===== src/rtl/ahblite_uart_tx.sv =====
// AHB-Lite transmit-only 8N1 UART: write FIFO, programmable baud divisor,
// wait-state stretching on a full FIFO, two-cycle ERROR for offset 0xC.
//
// Transmitter states
//   state   | meaning
//   --------+--------------------------------------------------------
//   S_IDLE  | line idle (TXD=1), waiting for the FIFO to become non-empty
//   S_START | start bit (TXD=0), byte already popped into shift_q
//   S_DATA  | eight data bits, LSB first (TXD=shift_q[0])
//   S_STOP  | stop bit (TXD=1), chains straight into S_START if data waits
module ahblite_uart_tx #(
   parameter int          FIFO_DEPTH = 16,
   parameter logic [15:0] BAUD_RESET = 16'd433
) (
   input  logic        HCLK,
   input  logic        HRESETn,
   input  logic        HSEL,
   input  logic [31:0] HADDR,
   input  logic [1:0]  HTRANS,
   input  logic        HWRITE,
   input  logic [2:0]  HSIZE,
   input  logic [31:0] HWDATA,
   input  logic        HREADY,
   output logic        HREADYOUT,
   output logic        HRESP,
   output logic [31:0] HRDATA,
   output logic        TXD,
   output logic        TX_IRQ
);

   localparam int AW = $clog2(FIFO_DEPTH);
   localparam int CW = AW + 1;
   localparam logic [CW-1:0] FULL_CNT = CW'(FIFO_DEPTH);

   typedef enum logic [1:0] {S_IDLE, S_START, S_DATA, S_STOP} tx_state_t;

   logic            dp_valid;
   logic            dp_write;
   logic [1:0]      dp_addr;
   logic            err1;
   logic            err2;
   logic            wr_data;
   logic            baud_wr;
   logic            push;
   logic            pop;
   logic            reload;
   logic            bit_done;
   logic            fifo_empty;
   logic            fifo_full;
   logic            busy;
   logic [7:0]      fifo_mem [FIFO_DEPTH];
   logic [AW-1:0]   wr_ptr;
   logic [AW-1:0]   rd_ptr;
   logic [CW-1:0]   count;
   logic [15:0]     baud_div;
   logic [15:0]     bit_cnt;
   logic [2:0]      bit_idx;
   logic [7:0]      shift_q;
   logic [31:0]     status_word;
   tx_state_t       state_q;
   tx_state_t       state_d;
   logic            unused_ok;

   // Only HADDR[3:2] and the low half of HWDATA carry meaning; HSIZE is ignored.
   assign unused_ok = ^{HSIZE, HADDR[31:4], HADDR[1:0], HTRANS[0], HWDATA[31:16]};

   // Capture the address phase; hold it while the data phase is stretched.
   always_ff @(posedge HCLK or negedge HRESETn) begin
      if (!HRESETn) begin
         dp_valid <= 1'b0;
         dp_write <= 1'b0;
         dp_addr  <= 2'd0;
      end else if (HREADY) begin
         dp_valid <= HSEL & HTRANS[1];
         if (HSEL & HTRANS[1]) begin
            dp_addr  <= HADDR[3:2];
            dp_write <= HWRITE;
         end
      end
   end

   assign err1    = dp_valid & (dp_addr == 2'd3) & ~err2;
   assign wr_data = dp_valid & dp_write & (dp_addr == 2'd0);
   assign baud_wr = dp_valid & dp_write & (dp_addr == 2'd2);

   // Full is judged on the registered count, so a same-cycle pop still costs
   // one wait state; the push then lands in the following cycle.
   assign HREADYOUT = ~(err1 | (wr_data & fifo_full));
   assign HRESP     = err1 | err2;
   assign push      = wr_data & ~fifo_full;

   // Second cycle of the ERROR response.
   always_ff @(posedge HCLK or negedge HRESETn) begin
      if (!HRESETn) err2 <= 1'b0;
      else          err2 <= err1;
   end

   // Baud divisor register.
   always_ff @(posedge HCLK or negedge HRESETn) begin
      if (!HRESETn)     baud_div <= BAUD_RESET;
      else if (baud_wr) baud_div <= HWDATA[15:0];
   end

   // FIFO storage; contents need no reset since count gates every read.
   always_ff @(posedge HCLK) begin
      if (push) fifo_mem[wr_ptr] <= HWDATA[7:0];
   end

   // FIFO pointers and occupancy.
   always_ff @(posedge HCLK or negedge HRESETn) begin
      if (!HRESETn) begin
         wr_ptr <= '0;
         rd_ptr <= '0;
         count  <= '0;
      end else begin
         if (push) wr_ptr <= wr_ptr + 1'b1;
         if (pop)  rd_ptr <= rd_ptr + 1'b1;
         case ({push, pop})
            2'b10:   count <= count + 1'b1;
            2'b01:   count <= count - 1'b1;
            default: count <= count;
         endcase
      end
   end

   assign fifo_empty = (count == '0);
   assign fifo_full  = (count == FULL_CNT);
   assign busy       = (state_q != S_IDLE);
   assign TX_IRQ     = fifo_empty & ~busy;

   // Status word assembly and read-data mux for the current data phase.
   always_comb begin
      status_word         = '0;
      status_word[0]      = fifo_empty;
      status_word[1]      = fifo_full;
      status_word[2]      = busy;
      status_word[3 +: CW] = count;
      HRDATA              = '0;
      if (dp_valid && !dp_write) begin
         case (dp_addr)
            2'd1:    HRDATA = status_word;
            2'd2:    HRDATA = {16'h0000, baud_div};
            default: HRDATA = '0;
         endcase
      end
   end

   // Transmitter state register.
   always_ff @(posedge HCLK or negedge HRESETn) begin
      if (!HRESETn) state_q <= S_IDLE;
      else          state_q <= state_d;
   end

   // Next state, pop and bit-timer reload decisions.
   always_comb begin
      state_d  = state_q;
      pop      = 1'b0;
      reload   = 1'b0;
      bit_done = (bit_cnt == 16'd0);
      case (state_q)
         S_IDLE: begin
            if (!fifo_empty) begin
               state_d = S_START;
               pop     = 1'b1;
               reload  = 1'b1;
            end
         end
         S_START: begin
            if (bit_done) begin
               state_d = S_DATA;
               reload  = 1'b1;
            end
         end
         S_DATA: begin
            if (bit_done) begin
               reload = 1'b1;
               if (bit_idx == 3'd7) state_d = S_STOP;
            end
         end
         S_STOP: begin
            if (bit_done) begin
               if (!fifo_empty) begin
                  state_d = S_START;
                  pop     = 1'b1;
                  reload  = 1'b1;
               end else begin
                  state_d = S_IDLE;
               end
            end
         end
         default: state_d = S_IDLE;
      endcase
   end

   // Bit timer, bit index and shift register; a new divisor is picked up
   // only at a reload, so the bit in flight keeps its length.
   always_ff @(posedge HCLK or negedge HRESETn) begin
      if (!HRESETn) begin
         bit_cnt <= 16'd0;
         bit_idx <= 3'd0;
         shift_q <= 8'd0;
      end else begin
         if (reload)
            bit_cnt <= baud_div;
         else if (busy && !bit_done)
            bit_cnt <= bit_cnt - 1'b1;

         if (state_q == S_START)
            bit_idx <= 3'd0;
         else if (state_q == S_DATA && bit_done)
            bit_idx <= bit_idx + 1'b1;

         if (pop)
            shift_q <= fifo_mem[rd_ptr];
         else if (state_q == S_DATA && bit_done)
            shift_q <= {1'b0, shift_q[7:1]};
      end
   end

   // Line level follows the state directly so reset forces it high at once.
   always_comb begin
      case (state_q)
         S_START: TXD = 1'b0;
         S_DATA:  TXD = shift_q[0];
         default: TXD = 1'b1;
      endcase
   end

endmodule


===== config.mk =====
export PLATFORM = sky130hd
export DESIGN_NAME = ahblite_uart_tx
export DESIGN_NICKNAME = d
export VERILOG_FILES = /design/src/rtl/ahblite_uart_tx.sv
export SDC_FILE = /design/constraint.sdc
export NUM_CORES = 1
export LEC_CHECK = 0
export CAP_MARGIN = 20
export CORE_ASPECT_RATIO = 0.7
export CORE_MARGIN = 5
export CORE_UTILIZATION = 38
export DETAILED_ROUTE_END_ITERATION = 10
export GPL_ROUTABILITY_DRIVEN = 0
export PLACE_DENSITY = 0.61
export SLEW_MARGIN = 20
export SYNTH_ARGS = -nofsm -noshare
export SYNTH_HDL_FRONTEND = slang
export SYNTH_SLANG_ARGS = --single-unit
export TNS_END_PERCENT = 50

===== constraint.sdc =====
create_clock -name HCLK -period 4.62 [get_ports HCLK]
set_clock_uncertainty 0.05 [all_clocks]
set_input_delay 0.924 -clock HCLK [delete_from_list [all_inputs] [get_ports HCLK]]
set_output_delay 0.924 -clock HCLK [all_outputs]
set_load 0.02 [all_outputs]

==> qor.yml, run 1 <==
finish:
  most-common-layout-cells: "128 x edfxtp_1, 57 x dfrtp_1, 42 x clkdlybuf4s50_1, 33 x nand2_1, 33 x mux4_2"
  multi_input_area_um2: 3160
  fill_cells: 2007
  final_common_cell: "edfxtp_1"
  seqCellArea_um2: 5430
  nNetsFinal: 735
  layout-drive-gt1-share_pct: 18.8
  area_growth_pct: 14.2
grt:
  first_global_vias: 5271
  overflow: 0
  antenna_found_initial: 0
  grt_usage_pct: 15.8
  grt_pass1_wl_um: 31400
  grt_start_max_net_pins: 36
critical_path:
  critPathCaptureType: "output pin"
  slowest_stage: "nor3b_1"
  crit_path_start_kind: "flop"
  r2r-end: "count[4]$_DFFE_PN0P_"
  worstPathCellList: "inv_1 -> ha_1 -> nor3b_1 -> and2_1 -> clkdlybuf4s50_1"
  regToRegSetupSlack_ns: 0.94
  cp.arrival_ns: 2.98
  max_stage_delay_ns: 0.81
  path_class: "flop to output pin"
  crit_fanout: 10
  r2r-start: "dp_addr[0]$_DFFE_PN0P_"
  required_ns: 3.65
  reg2regPathDepth: 13
cts:
  cts_setup_buffers: 0
  htreeDepth: 4
  cts_resized: 0
  clock_path_buffers: 2
  cts_tree: "yes"
  clock_sink_count: 191
  cts_inserted_buffers: 17
  path_clk_slew_ns: 0.07
  root_buffer: "clkbuf_16"
  insertion_delay_ns: 0.43
  hold_buffers: 0
yosys:
  synth.distinct_cells: 65
  synth_cells: 605
  synthFlopType: "edfxtp_1"
  netlist_area_um2: 8850
  async_flop_share_pct: 33.0
  syn_area_per_cell_um2: 14.6
  yosys_warnings: 0
  yosysSeqAreaShare_pct: 61.3
  synth-edff-count: 128
  ys_ff_latch: 191
timing:
  drv_slew: 0
  hold_viol: 0
  clock.fmax_mhz: 253
  setup_slack_ns: 0.667
  rsz0062_at_grt: "false"
  tightestPinTransition_ns: 1.13
  maxSlewHeadroom_pct: 24.8
  finalCritPeriodShare_pct: 85.6
  finalCriticalPeriod_ns: 3.95
  tns_ns: 0
  setup_viol: 0
routing:
  drt_first_pass_iters: 5
  avgViaCountPerCell: 5.39
  drtIter0Drc: 367
  final_antenna_net_count: 0
  wirelength_um: 20000
  vias: 5216
  wl_per_cell_um: 20.7
  drc: 0
pwr:
  leakagePower_uw: 0.00351
  p_per_area_nw_per_um2: 575
  vdd_ir_drop_max_uv: 235
die:
  fp.dieArea_um2: 26500
  die_w_um: 192
  coreArea_um2: 22800
  die_y_um: 138
  floorplan.initialDensity_pct: 38.8
  fp-row-count: 46
  ios: 110
flow_run:
  cap_violations: 0
hold_path:
  min_to: "err2$_DFF_PN0_"
  min_path_cells: 1
  min_path_type: "flop to flop"
  min-delay-start: "err2$_DFF_PN0_"
placement:
  dp_hpwl_um: 14000
  dp_slack_ns: 0.956
  io_buffers: 43
run_status:
  outcome: "finished clean"
-- cell type report --
class	instances	share of cell area (%)
clock buffers	17	4.21
multi-input cells	365	31.3
clock inverters	15	1.56
well taps	312	3.86
repair buffers	50	4.73
diodes	1	0.0248
inverters	16	0.594
flip-flops and latches	191	53.7
-- synthesized netlist by cell type (4+ instances only) --
master | number | share of area (%)
mux2_2 | 29 | 3.7
o21ai_0 | 16 | 0.91
clkbuf_1 | 17 | 0.72
a22oi_1 | 6 | 0.51
edfxtp_1 | 128 | 43
a21oi_1 | 6 | 0.34
nor4_1 | 9 | 0.64
buf_1 | 4 | 0.17
nor2_1 | 24 | 1.0
nand2b_1 | 5 | 0.35
nand2_1 | 33 | 1.4
nand4_1 | 4 | 0.28
nor3b_1 | 4 | 0.34
inv_1 | 16 | 0.68
xnor2_1 | 14 | 1.4
buf_2 | 10 | 0.57
buf_4 | 16 | 1.4
o21ai_1 | 9 | 0.51
mux2i_1 | 16 | 1.8
and2_1 | 21 | 1.5
nor3_1 | 9 | 0.51
ha_1 | 20 | 2.8
mux4_2 | 33 | 8.4
o211ai_1 | 13 | 1.1
nand3_1 | 11 | 0.62
dfrtp_1 | 58 | 16
and4_1 | 6 | 0.59
dfstp_2 | 5 | 1.5
-- registers in the layout, summed over array words and instances (netlist names) --
name / flops
count: 5
fifo_mem: 128
wr_ptr: 4
dp_addr: 2
err2: 1
shift_q: 8
dp_valid: 1
baud_div: 16
bit_cnt: 16
bit_idx: 3
dp_write: 1
state_q: 2
rd_ptr: 4
-- routing by layer --
metal	wire length [um]	global-route usage, %
met1	9620	23.9
met2	8800	23.0
met3	1440	4.31
met4	174	2.97
met5	0	0
-- worst max-delay path, delay by kind of cell (launching register included) --
kind                     cells  cell delay (ns)
AND/OR/NAND/NOR              2             1.06
buffers and inverters        2             0.72
flip-flops                   1             0.41
adder cells (fa/ha/maj)      1             0.37
-- worst max path at each step --
stage          depth (start not counted)  slack (ns)              startpoint              endpoint
3_3_place_gp                          13        0.96  dp_addr[0]$_DFFE_PN0P_  count[4]$_DFFE_PN0P_
2_1_floorplan                         15        1.41  state_q[0]$_DFFE_PN0P_  count[4]$_DFFE_PN0P_
5_1_grt                                5        0.39  dp_addr[0]$_DFFE_PN0P_            HRDATA[12]
3_5_place_dp                          13        0.96  dp_addr[0]$_DFFE_PN0P_  count[4]$_DFFE_PN0P_
4_1_cts                                5        0.60  dp_addr[0]$_DFFE_PN0P_            HRDATA[12]
6_report                               5        0.67  dp_addr[0]$_DFFE_PN0P_            HRDATA[12]
-- logic make-up after synthesis --
family	Yosys count	synth area share [%]
flops	191	61.3
simple gates	144	9.26
compound gates	89	7.17
mux	79	14.1
buf+inv	64	3.62
fa+ha+maj	20	2.83
xor+xnor	17	1.68
other cells	1	0.0424
-- stage by stage --
stage	util, %	cells	hold WS (ns)	total power, uW	cell area, um^2
floorplan	-	620	0.354	3830	8900
global placement	41.8	934	0.371	4300	9520
detailed placement	41.8	934	0.380	4380	9520
CTS	44.3	966	0.391	5820	10100
global route	44.3	966	0.409	6130	10100
finish	44.3	967	0.390	5810	10100
-- where the power goes --
group          internal (uW)  switching (uW)  total, uW
combinational            903             892       1790
sequential              2090             473       2560
clock                    732             720       1450
Power figures use the tool's default switching activity.
==> run 2: changes to the inputs <==
--- a/config.mk
+++ b/config.mk
@@ -5,6 +5,7 @@
 export SDC_FILE = /design/constraint.sdc
 export NUM_CORES = 1
 export LEC_CHECK = 0
+export ABC_AREA = 1
 export CAP_MARGIN = 20
 export CORE_ASPECT_RATIO = 0.7
 export CORE_MARGIN = 5
==> qor.yml, run 2 <==
yosys:
  yosys.area_share.adder_pct: 2.85
  yosys-top-cells-count: "128 x edfxtp_1, 112 x nor2_1, 97 x nand2_1, 65 x o21ai_0, 58 x dfrtp_1"
  yosys_warnings: 0
  synth.distinct_cells: 47
  ys_ff_latch: 191
  synth_compound_area_share_pct: 12.1
  netlist_area_um2: 8780
  async_flop_share_pct: 33.0
  yosysSeqAreaShare_pct: 61.8
  synth_top_family_by_area: "simple AND/OR/NAND/NOR gates"
  yosysTopAreaCell: "edfxtp_1"
  synth_xor_xnor_area_share_pct: 2.39
  yosys-top-cells-area: "edfxtp_1 44%, dfrtp_1 17%, nor2_1 4.8%"
  synth-edff-count: 128
  synthSimpleGateAreaFrac_pct: 13.9
  synth_top_area_share_pct: 43.8
  synth_cells: 790
  synthFlopType: "edfxtp_1"
  synthMuxAreaShare_pct: 1.15
  syn_area_per_cell_um2: 11.1
  yosysMostFrequentCell: "edfxtp_1"
grt:
  overflow: 0
  first_global_vias: 5517
  antenna_found_initial: 0
  grt_usage_pct: 16.0
  grt_start_max_net_pins: 67
  grt_pass1_wl_um: 32100
cts:
  path_clk_slew_ns: 0.07
  hold_buffers: 0
  cts_tree: "yes"
  cts_setup_buffers: 0
  htreeDepth: 4
  cts_resized: 0
  clock_path_buffers: 2
  clock_sink_count: 191
  cts_inserted_buffers: 17
  root_buffer: "clkbuf_16"
  insertion_delay_ns: 0.44
finish:
  most-common-layout-cells: "128 x edfxtp_1, 112 x nor2_1, 97 x nand2_1, 65 x o21ai_0, 57 x dfrtp_1"
  seqCellArea_um2: 5430
  layout-drive-gt1-share_pct: 10.4
  nNetsFinal: 916
  top_regs: "fifo_mem x128, baud_div x16, bit_cnt x16"
  insertedDiodeCount: 0
  top_register: "fifo_mem"
  multi_input_area_um2: 2910
  fill_cells: 2091
  final_common_cell: "edfxtp_1"
  final_cells: 1147
  area_growth_pct: 14.0
  largest_register_ffs: 128
die:
  fp.dieArea_um2: 26300
  coreArea_um2: 22700
  die_w_um: 192
  floorplan.initialDensity_pct: 38.7
  die_y_um: 137
  ios: 110
  fp-row-count: 46
timing:
  clock.fmax_mhz: 289
  tns_ns: 0
  setup_viol: 0
  drv_slew: 0
  tightestPinTransition_ns: 0.958
  finalCriticalPeriod_ns: 3.46
  hold_viol: 0
  setup_slack_ns: 1.16
  maxSlewHeadroom_pct: 35.9
  finalCritPeriodShare_pct: 74.9
  rsz0062_at_grt: "false"
run_status:
  outcome: "finished clean"
placement:
  io_buffers: 43
  dp_hpwl_um: 13200
  dp_slack_ns: 1.49
  dp_cells: 1115
pwr:
  leakagePower_uw: 0.00375
  vdd_ir_drop_max_uv: 309
  p_per_area_nw_per_um2: 600
  total_power_uw: 6010
routing:
  drc: 0
  final_antenna_net_count: 0
  vias: 5768
  wl_per_cell_um: 17.5
  avgViaCountPerCell: 5.03
  drtIter0Drc: 496
  drt_first_pass_iters: 5
  wirelength_um: 20100
critical_path:
  path_class: "flop to output pin"
  cp.buffers_inverters: 2
  max_stage_delay_ns: 0.63
  cp.arrival_ns: 2.49
  crit_path_start_kind: "flop"
  crit_family: "buffers and inverters"
  reg2regPathDepth: 18
  slowest_stage: "clkdlybuf4s50_1"
  cp.depth: 5
  required_ns: 3.65
  worstPathCellList: "inv_1 -> ha_1 -> nand2_1 -> nor2_1 -> clkdlybuf4s50_1"
  critPathCaptureType: "output pin"
  crit_fanout: 10
hold_path:
  min_path_type: "primary input to asynchronous set/reset pin"
flow_run:
  cap_violations: 0
run 2: routing by layer:
metal  part of all wire, %  routed length, um  track usage, %
met1                    53              10700            25.7
met2                    41               8150            21.7
met3                   5.3               1060            3.37
met4                  0.68                137            3.59
met5                     0                  0               0
run 2: final cells by class:
| cell class | count | share of cell area, % |
|---|---|---|
| multi-input cells | 509 | 29.1 |
| flip-flops and latches | 191 | 54.3 |
| well taps | 312 | 3.90 |
| clock inverters | 12 | 1.08 |
| inverters | 53 | 2.01 |
| repair buffers | 50 | 4.78 |
| clock buffers | 20 | 4.89 |
run 2: worst paths after layout:
check	from	end	slack, ns
worst min register to register	err2$_DFF_PN0_	err2$_DFF_PN0_	0.40
max in group asynchronous	HRESETn	rd_ptr[0]$_DFFE_PN0P_	3.40
worst max-delay path	dp_addr[0]$_DFFE_PN0P_	HRDATA[14]	1.16
worst min-delay path	HRESETn	count[0]$_DFFE_PN0P_	0.35
min in group HCLK	err2$_DFF_PN0_	err2$_DFF_PN0_	0.40
worst max register to register	bit_cnt[0]$_DFFE_PN0P_	count[4]$_DFFE_PN0P_	1.48
run 2: per-stage QoR:
| step | hold WS [ns] | instance area [um^2] | utilization (%) |
|---|---|---|---|
| 4_1_cts | 0.348 | 10000 | 44.1 |
| 3_3_place_gp | 0.382 | 9400 | 41.5 |
| 3_5_place_dp | 0.384 | 9400 | 41.5 |
| 2_1_floorplan | 0.364 | 8830 | - |
| 6_report | 0.350 | 10000 | 44.1 |
| 5_1_grt | 0.361 | 10000 | 44.1 |
run 2: kinds of logic (layout without fill, tap and decap cells):
family                     Yosys count  count (layout)
DFF                                191             191
AOI/OAI and AO/OA                  162             162
xor gates and xnor gates            24              24
and+or+nand+nor                    278             278
muxes                                9               9
other                                1              16
buffers and inverters              105             135
adders and majority gates           20              20
run 2: worst reg2reg max path, delay by kind of cell, from the launching register on:
kind                     cells  cell delay [ns]
AND/OR/NAND/NOR             10             0.92
adder cells (fa/ha/maj)      3             0.74
buffers and inverters        3             0.54
flip-flops                   1             0.39
XOR/XNOR                     1             0.22
AO/OA/AOI/OAI                1             0.18
run 2: report_power, final:
part | total, uW | internal [uW] | leakage, uW | switching, uW
registers | 2310 | 2090 | 0.00191 | 227
logic | 2210 | 755 | 0.00154 | 1460
clock network | 1480 | 791 | 0.000295 | 692
==> run 3: changes to the inputs <==
--- a/config.mk
+++ b/config.mk
@@ -12,7 +12,7 @@
 export CORE_UTILIZATION = 38
 export DETAILED_ROUTE_END_ITERATION = 10
 export GPL_ROUTABILITY_DRIVEN = 0
-export PLACE_DENSITY = 0.61
+export PLACE_DENSITY = 0.63
 export SLEW_MARGIN = 20
 export SYNTH_ARGS = -nofsm -noshare
 export SYNTH_HDL_FRONTEND = slang
==> constraint.sdc (replaced) <==
create_clock -name HCLK -period 3.13 [get_ports HCLK]
set_clock_uncertainty 0.05 [all_clocks]
set_input_delay 0.626 -clock HCLK [delete_from_list [all_inputs] [get_ports HCLK]]
set_output_delay 0.626 -clock HCLK [all_outputs]
set_load 0.02 [all_outputs]
==> qor.yml, run 3 (synthesized netlist as in run 2, its figures left out) <==
cts:
  cts_tree: "yes"
  path_clk_slew_ns: 0.08
  clock_path_buffers: 2
  cts_inserted_buffers: 17
  cts_resized: 1
  hold_buffers: 0
  root_buffer: "clkbuf_16"
  clock_sink_count: 191
  insertion_delay_ns: 0.43
  cts_setup_buffers: 0
  htreeDepth: 4
die:
  coreArea_um2: 22700
  fp-row-count: 46
  fp.dieArea_um2: 26300
  floorplan.initialDensity_pct: 38.7
  die_y_um: 137
  die_w_um: 192
  ios: 110
grt:
  grt_usage_pct: 15.6
  grt_start_max_net_pins: 67
  overflow: 0
  grt_pass1_wl_um: 31600
  first_global_vias: 5624
  antenna_found_initial: 0
timing:
  clock.fmax_mhz: 335
  setup_slack_ns: 0.144
  rsz0062_at_grt: "false"
  maxSlewHeadroom_pct: 42.4
  tns_ns: 0
  finalCriticalPeriod_ns: 2.99
  setup_viol: 0
  drv_slew: 0
  finalCritPeriodShare_pct: 95.4
  hold_viol: 0
  tightestPinTransition_ns: 0.863
run_status:
  outcome: "finished clean"
routing:
  drt_first_pass_iters: 6
  drtIter0Drc: 501
  avgViaCountPerCell: 5.13
  vias: 5988
  wirelength_um: 19800
  wl_per_cell_um: 16.9
  drc: 0
  final_antenna_net_count: 0
placement:
  dp_hpwl_um: 13300
  io_buffers: 43
  dp_cells: 1136
  dp_slack_ns: 0.449
  placed_area_um2: 9570
finish:
  layout-drive-gt1-share_pct: 12.7
  most-common-layout-cells: "128 x edfxtp_1, 112 x nor2_1, 96 x nand2_1, 65 x o21ai_0, 57 x dfrtp_1"
  insertedDiodeCount: 0
  largest_register_ffs: 128
  nNetsFinal: 937
  area_growth_pct: 15.9
  top_regs: "fifo_mem x128, baud_div x16, bit_cnt x16"
  design_area_um2: 10200
  top_register: "fifo_mem"
  final_util_pct: 44.9
  final_cells: 1168
  final_common_cell: "edfxtp_1"
critical_path:
  crit_fanout: 5
  crit_start: "state_q[1]$_DFFE_PN0P_"
  reg2regPathDepth: 18
  r2r-end: "count[4]$_DFFE_PN0P_"
  crit_end: "HRDATA[2]"
  crit_path_start_kind: "flop"
  r2r-start: "bit_cnt[0]$_DFFE_PN0P_"
  critPathCaptureType: "output pin"
  regToRegSetupSlack_ns: 0.51
  cp.arrival_ns: 2.31
  path_class: "flop to output pin"
  required_ns: 2.45
hold_path:
  min_path_type: "primary input to asynchronous set/reset pin"
flow_run:
  cap_violations: 0
pwr:
  leakagePower_uw: 0.00386
  p_per_area_nw_per_um2: 880
  vdd_ir_drop_max_uv: 436
[run 3: critical path, stage by stage (launching register included)]
cell             delay (ns)
dfrtp_1                0.43
inv_1                  0.13
ha_1                   0.34
inv_1                  0.17
a22oi_1                0.17
nor2_1                 0.07
clkdlybuf4s50_1        0.56
[run 3: where the power goes]
| group | switching, uW | internal (uW) |
|---|---|---|
| registers | 334 | 3080 |
| clock network | 1010 | 1210 |
| logic | 2140 | 1180 |
| total | 3490 | 5460 |
[run 3: worst min-delay path by stage]
stage,endpoint,slack (ns),cells past startpoint
after floorplan,baud_div[10]$_DFFE_PN0P_,0.28,0
after global placement,err2$_DFF_PN0_,0.38,1
after detailed placement,err2$_DFF_PN0_,0.39,1
after CTS,count[4]$_DFFE_PN0P_,0.20,1
after global routing,count[0]$_DFFE_PN0P_,0.23,1
final,count[0]$_DFFE_PN0P_,0.20,1
[run 3: cell type report]
cell class / count / area (um^2)
multi-input combinational: 509 / 2910
clock buffer: 17 / 425
sequential: 191 / 5430
clock inverter: 15 / 176
timing repair buffer: 71 / 648
fill: 2111 / 12500
inverter: 53 / 201
tap: 312 / 390
[run 3: per-stage QoR]
step	power (uW)	hold slack, ns
2_1_floorplan	5920	0.280
3_3_place_gp	6720	0.382
3_5_place_dp	6770	0.387
4_1_cts	8990	0.201
5_1_grt	9540	0.225
6_report	8960	0.197
[run 3: routing by layer]
metal | track usage [%] | part of all wire, %
met1 | 24.6 | 53
met2 | 21.8 | 41
met3 | 3.52 | 5.3
met4 | 3.47 | 0.89
met5 | 0 | 0
